`src/rtl/onehot_ring_counter.sv`:
```
// One-hot ring counter with prescaled stepping, load, and seven-segment readout of the index.
// Optional bounce mode and direction dot are enabled by defining ONEHOT_BOUNCE_EN.
module onehot_ring_counter #(
  parameter int unsigned WIDTH = 4,
  parameter int unsigned DIV   = 1,
  parameter int unsigned IW    = $clog2(WIDTH)
) (
  input  logic             clk_2,
  input  logic             reset,
  input  logic             en,
  input  logic [1:0]       mode,
  input  logic             load,
  input  logic [IW-1:0]    load_idx,
  output logic [WIDTH-1:0] onehot,
  output logic [IW-1:0]    idx,
  output logic             dir,
  output logic             wrap,
  output logic [7:0]       seg
);

  localparam int unsigned     PW   = (DIV > 1) ? $clog2(DIV) : 1;
  localparam logic [IW-1:0]   Last = IW'(WIDTH - 1);
  localparam logic [PW-1:0]   PTop = PW'(DIV - 1);
  localparam logic [WIDTH-1:0] One = WIDTH'(1);

  logic [PW-1:0]    presc_q, presc_d;
  logic [IW-1:0]    idx_q, idx_d;
  logic             wrap_q, wrap_d;
  logic [WIDTH-1:0] onehot_q;
  logic [7:0]       seg_q;
  logic             step;
  logic             dp_d;

  function automatic logic [6:0] hex7(input logic [3:0] v);
    case (v)
      4'h0: hex7 = 7'h3F;
      4'h1: hex7 = 7'h06;
      4'h2: hex7 = 7'h5B;
      4'h3: hex7 = 7'h4F;
      4'h4: hex7 = 7'h66;
      4'h5: hex7 = 7'h6D;
      4'h6: hex7 = 7'h7D;
      4'h7: hex7 = 7'h07;
      4'h8: hex7 = 7'h7F;
      4'h9: hex7 = 7'h6F;
      4'hA: hex7 = 7'h77;
      4'hB: hex7 = 7'h7C;
      4'hC: hex7 = 7'h39;
      4'hD: hex7 = 7'h5E;
      4'hE: hex7 = 7'h79;
      default: hex7 = 7'h71;
    endcase
  endfunction

  assign step = en && (presc_q == PTop);

`ifdef ONEHOT_BOUNCE_EN
  logic dir_q, dir_d;
  assign dp_d = dir_d;
  assign dir  = dir_q;
`else
  assign dp_d = 1'b0;
  assign dir  = 1'b0;
`endif

  always_comb begin
    presc_d = presc_q;
    idx_d   = idx_q;
    wrap_d  = 1'b0;
`ifdef ONEHOT_BOUNCE_EN
    dir_d   = dir_q;
`endif
    if (load) begin
      presc_d = '0;
      idx_d   = (load_idx > Last) ? Last : load_idx;
`ifdef ONEHOT_BOUNCE_EN
      dir_d   = 1'b0;
`endif
    end else if (en) begin
      presc_d = step ? '0 : presc_q + 1'b1;
      if (step) begin
        case (mode)
          2'b01: begin
            if (idx_q == Last) begin
              idx_d  = '0;
              wrap_d = 1'b1;
            end else begin
              idx_d = idx_q + 1'b1;
            end
          end
          2'b10: begin
            if (idx_q == '0) begin
              idx_d  = Last;
              wrap_d = 1'b1;
            end else begin
              idx_d = idx_q - 1'b1;
            end
          end
`ifdef ONEHOT_BOUNCE_EN
          2'b11: begin
            // Reversal happens on the step leaving an end, so the ends get no extra dwell
            if (!dir_q) begin
              if (idx_q >= Last) begin
                idx_d  = Last - 1'b1;
                dir_d  = 1'b1;
                wrap_d = 1'b1;
              end else begin
                idx_d = idx_q + 1'b1;
              end
            end else begin
              if (idx_q == '0) begin
                idx_d  = IW'(1);
                dir_d  = 1'b0;
                wrap_d = 1'b1;
              end else begin
                idx_d = idx_q - 1'b1;
              end
            end
          end
`endif
          default: ;
        endcase
      end
    end
  end

  always_ff @(posedge clk_2 or posedge reset) begin
    if (reset) begin
      presc_q  <= '0;
      idx_q    <= '0;
      wrap_q   <= 1'b0;
      onehot_q <= One;
      seg_q    <= 8'h3F;
    end else begin
      presc_q  <= presc_d;
      idx_q    <= idx_d;
      wrap_q   <= wrap_d;
      onehot_q <= One << idx_d;
      seg_q    <= {dp_d, hex7(4'(idx_d))};
    end
  end

`ifdef ONEHOT_BOUNCE_EN
  always_ff @(posedge clk_2 or posedge reset) begin
    if (reset) begin
      dir_q <= 1'b0;
    end else begin
      dir_q <= dir_d;
    end
  end
`endif

  assign onehot = onehot_q;
  assign idx    = idx_q;
  assign wrap   = wrap_q;
  assign seg    = seg_q;

endmodule
```
`config.mk`:
```
export PLATFORM = sky130hd
export DESIGN_NAME = onehot_ring_counter
export DESIGN_NICKNAME = d
export VERILOG_FILES = /design/src/rtl/onehot_ring_counter.sv
export SDC_FILE = /design/constraint.sdc
export NUM_CORES = 1
export LEC_CHECK = 0
export ABC_AREA = 1
export ABC_CLOCK_PERIOD_IN_PS = 2500
export CAP_MARGIN = 30
export CELL_PAD_IN_SITES_DETAIL_PLACEMENT = 0
export CELL_PAD_IN_SITES_GLOBAL_PLACEMENT = 1
export CORE_AREA = 2 2 48 50
export CTS_BUF_LIST = sky130_fd_sc_hd__clkbuf_16
export CTS_CLUSTER_SIZE = 30
export DETAILED_ROUTE_END_ITERATION = 10
export DIE_AREA = 0 0 50 52
export GPL_TIMING_DRIVEN = 0
export HOLD_SLACK_MARGIN = 0.03
export PLACE_DENSITY_LB_ADDON = 0.1
export SLEW_MARGIN = 0
export SYNTH_ARGS = -nofsm -noshare
export SYNTH_HDL_FRONTEND = slang
export SYNTH_SLANG_ARGS = --single-unit
export TNS_END_PERCENT = 50
```
`constraint.sdc`:
```
create_clock -name clk_2 -period 2.5 [get_ports clk_2]
set_input_delay 0.5 -clock clk_2 [delete_from_list [all_inputs] [get_ports clk_2]]
set_output_delay 0.5 -clock clk_2 [all_outputs]
set_load 0.05 [all_outputs]
```
==> reports/metrics.csv <==
stage,metric,value,unit
finish,seq_area,280,um2
detailed_routing,wirelength,1090,um
detailed_routing,wl_per_cell,8.56,um
finish,multi_input_area,258,um2
clock_network,hold_buffers,0,
synth,synth.most_common_cell,nand2_1,
clock_network,cts_post_setup_buffers_inserted,0,
sta,fin_crit_sh,85.1,%
sta,worstMarginPinSlew,0.499,ns
job,drv_cap,0,
grt,grt.met1_usage,13.2,%
synth,synth-seq-cells,11,
clock_network,cts_resized,0,
sta,slew_violations,0,
floorplan,boundaryPins,24,
placement,hpwl,880,um
finish,num_antenna_cells,0,
run_status,status,"finished, final reports clean",
synth,synth-xor-area-share,0,%
grt,grt_pass1_wl,1980,um
finish,syn2layout_area_growth,50.2,%
floorplan,die_area,2600,um2
clock_network,cts_buffer_depth,2,
placement,gp_congestion,0.704,
sta,hold_viol,0,
detailed_routing,antenna_left,0,
power_and_ir_drop,peakVddDrop,477,uV
synth,synth_top_family_by_area,simple AND/OR/NAND/NOR gates,
setup_path,cp-end-kind,output port,
synth,yosys_warnings,0,
detailed_routing,avgViaCountPerCell,3.91,
grt,grtUsageMet3,4.60,%
min_path,hold_path_class,reg -> reg,
floorplan,row_count,17,
sta,fmax,470,MHz
placement,place_ws,0.428,ns
min_path,holdPathStages,2,
grt,first_global_vias,484,
synth,ys_seq_area_share,44.3,%
synth,syn_area,633,um2
grt,grt_use_total,10.1,%
detailed_routing,vias,496,
sta,rsz0062_at_grt,no,
synth,synth_area_leaders,"dfrtp_1 28%, dfstp_2 17%, nand2_1 11%",
synth,synth_cell_types,19,
detailed_routing,drt_iter0_markers,4,
synth,synth_compound_area_share,5.34,%
finish,nFillCells,227,
floorplan,initial_utilization,30.1,%
sta,skew,0.00162,ns
synth,synth-async-reset-ratio,100,%
detailed_routing,drc_errors,0,
grt,antenna_found_initial,0,
setup_path,crit_buf_inv,2,
sta,setup_tns,0,ns
grt,grtUsageMet2,14.9,%
clock_network,clk_latency,0.23,ns
finish,fin_util,45.2,%
floorplan,die_h,52,um
synth,yosys.area_share.simple,25.7,%
setup_path,critPathSlowestCell,clkdlybuf4s50_1,
synth,synthAdderAreaFrac,7.91,%
grt,overflow,0,
grt,top_usage_layer,met2,
finish,final_cells,127,
grt,grt_start_max_net_pins,12,
power_and_ir_drop,power_leakage,0.479,nW
finish,drive_above_1_share,26.3,%
synth,synth_edf_count,0,
synth,synthCells,74,
synth,synth_top_cell_area_share,27.7,%
synth,synth_commonest_cells,"18 x nand2_1, 11 x inv_1, 7 x dfrtp_1, 6 x buf_4, 5 x nand2_2",
synth,synth_top_area_cell,dfrtp_1,
clock_network,cts_tree,done,
clock_network,cts_buffers,3,
sta,relSlewSlack,66.6,%
power_and_ir_drop,powerDensity,765,nW/um2
power_and_ir_drop,finalPower,727,uW
floorplan,core,2110,um2
setup_path,path_max_fanout,2,
placement,placement.io_buffers,20,
setup_path,worstPathArrival,1.63,ns
setup_path,max_stage_delay,0.79,ns
setup_path,ff2ff_path_depth,10,
sta,fin_ws,0.371,ns
clock_network,cts.sinks,11,
finish,nNetsFinal,112,
clock_network,htreeDepth,1,
clock_network,clk_root_buffer_cell,clkbuf_16,
setup_path,critPathLaunchType,flop,
setup_path,cpLargestDelayFamily,buffers and inverters,
detailed_routing,first_pass_iters,4,
synth,muxShareOfSynthArea,0,%
placement,placed_cells,123,
setup_path,crit_type,reg -> out,
sta,finalCriticalPeriod,2.13,ns
floorplan,die_w,50,um
synth,synth-main-ff-cell,dfrtp_1,
setup_path,crit_cells,2,
synth,avgSynthCellArea,8.56,um2
setup_path,critPathRequiredTime,2.00,ns
sta,finalSetupViolations,0,
clock_network,cts.clk_slew.worst_paths,0.04,ns
setup_path,cp_cell_sequence,"buf_4, clkdlybuf4s50_1",
-- logic make-up (layout without fill, tap and decap cells) --
family / count (synthesis) / after routing
and+or+nand+nor: 34 / 34
buffers and inverters: 20 / 44
DFF: 11 / 11
adders and majority gates: 4 / 4
AOI/OAI and AO/OA: 3 / 3
other: 2 / 3
-- tightest hold or removal path: stages (launching register included) --
cell and delay (ns):
dfrtp_1 0.38, nand2_1 0.07, nor2_1 0.03
-- metal layers --
metal | up-vias | wire, um
li1 | 262 | -
met1 | 214 | 531
met2 | 20 | 476
met3 | 0 | 79
met4 | 0 | 0
met5 | - | 0
-- flip-flops by register name, summed over array words and instances (netlist names) --
register and cells:
idx 2, onehot 3, presc_q 1, seg 4, wrap 1
-- path summary, 6_finish.rpt --
| check | to | from | slack, ns |
|---|---|---|---|
| max | seg[5] | seg[5]$_DFF_PP1_ | 0.37 |
| min | presc_q$_DFFE_PP0P_ | presc_q$_DFFE_PP0P_ | 0.52 |
| min reg2reg | presc_q$_DFFE_PP0P_ | presc_q$_DFFE_PP0P_ | 0.52 |
| min in group asynchronous | onehot[3]$_DFF_PP0_ | reset | 0.56 |
| max in group asynchronous | seg[3]$_DFF_PP1_ | reset | 1.62 |
| max reg2reg | onehot[3]$_DFF_PP0_ | idx[0]$_DFF_PP0_ | 1.04 |
-- per-stage QoR --
step	hold WS (ns)	instance area, um2
floorplan	0.350	637
global placement	0.513	872
detailed placement	0.520	872
CTS	0.529	951
global route	0.544	951
finish	0.522	951
-- cell type report --
| cell class | count | share of cell area (%) |
|---|---|---|
| timing repair buffer | 20 | 21.1 |
| inverter | 14 | 5.66 |
| buffer | 6 | 4.74 |
| sequential | 11 | 29.5 |
| tap | 28 | 3.68 |
| clock inverter | 1 | 0.395 |
| clock buffer | 3 | 7.89 |
| multi-input combinational | 44 | 27.1 |
-- placed cells by master, fill, tap and decap left out, drive strengths merged, types with 3 or more instances in the layout --
cell type / synthesis / layout
dfrtp: 7 / 7
ha: 4 / 4
clkbuf: 0 / 3
buf: 6 / 6
nand3: 4 / 4
clkdlybuf4s50: 0 / 20
dfstp: 4 / 4
nand2: 24 / 24
conb: 2 / 3
inv: 13 / 14
nor2: 5 / 5
-- report_power, final --
group / leakage (nW) / internal [mW] / switching, mW
Sequential: 0.133 / 0.201 / 0.00901
Combinational: 0.304 / 0.0832 / 0.155
Clock: 0.0423 / 0.209 / 0.0702
Total: 0.479 / 0.494 / 0.234
(Power assumes the default switching activity.)
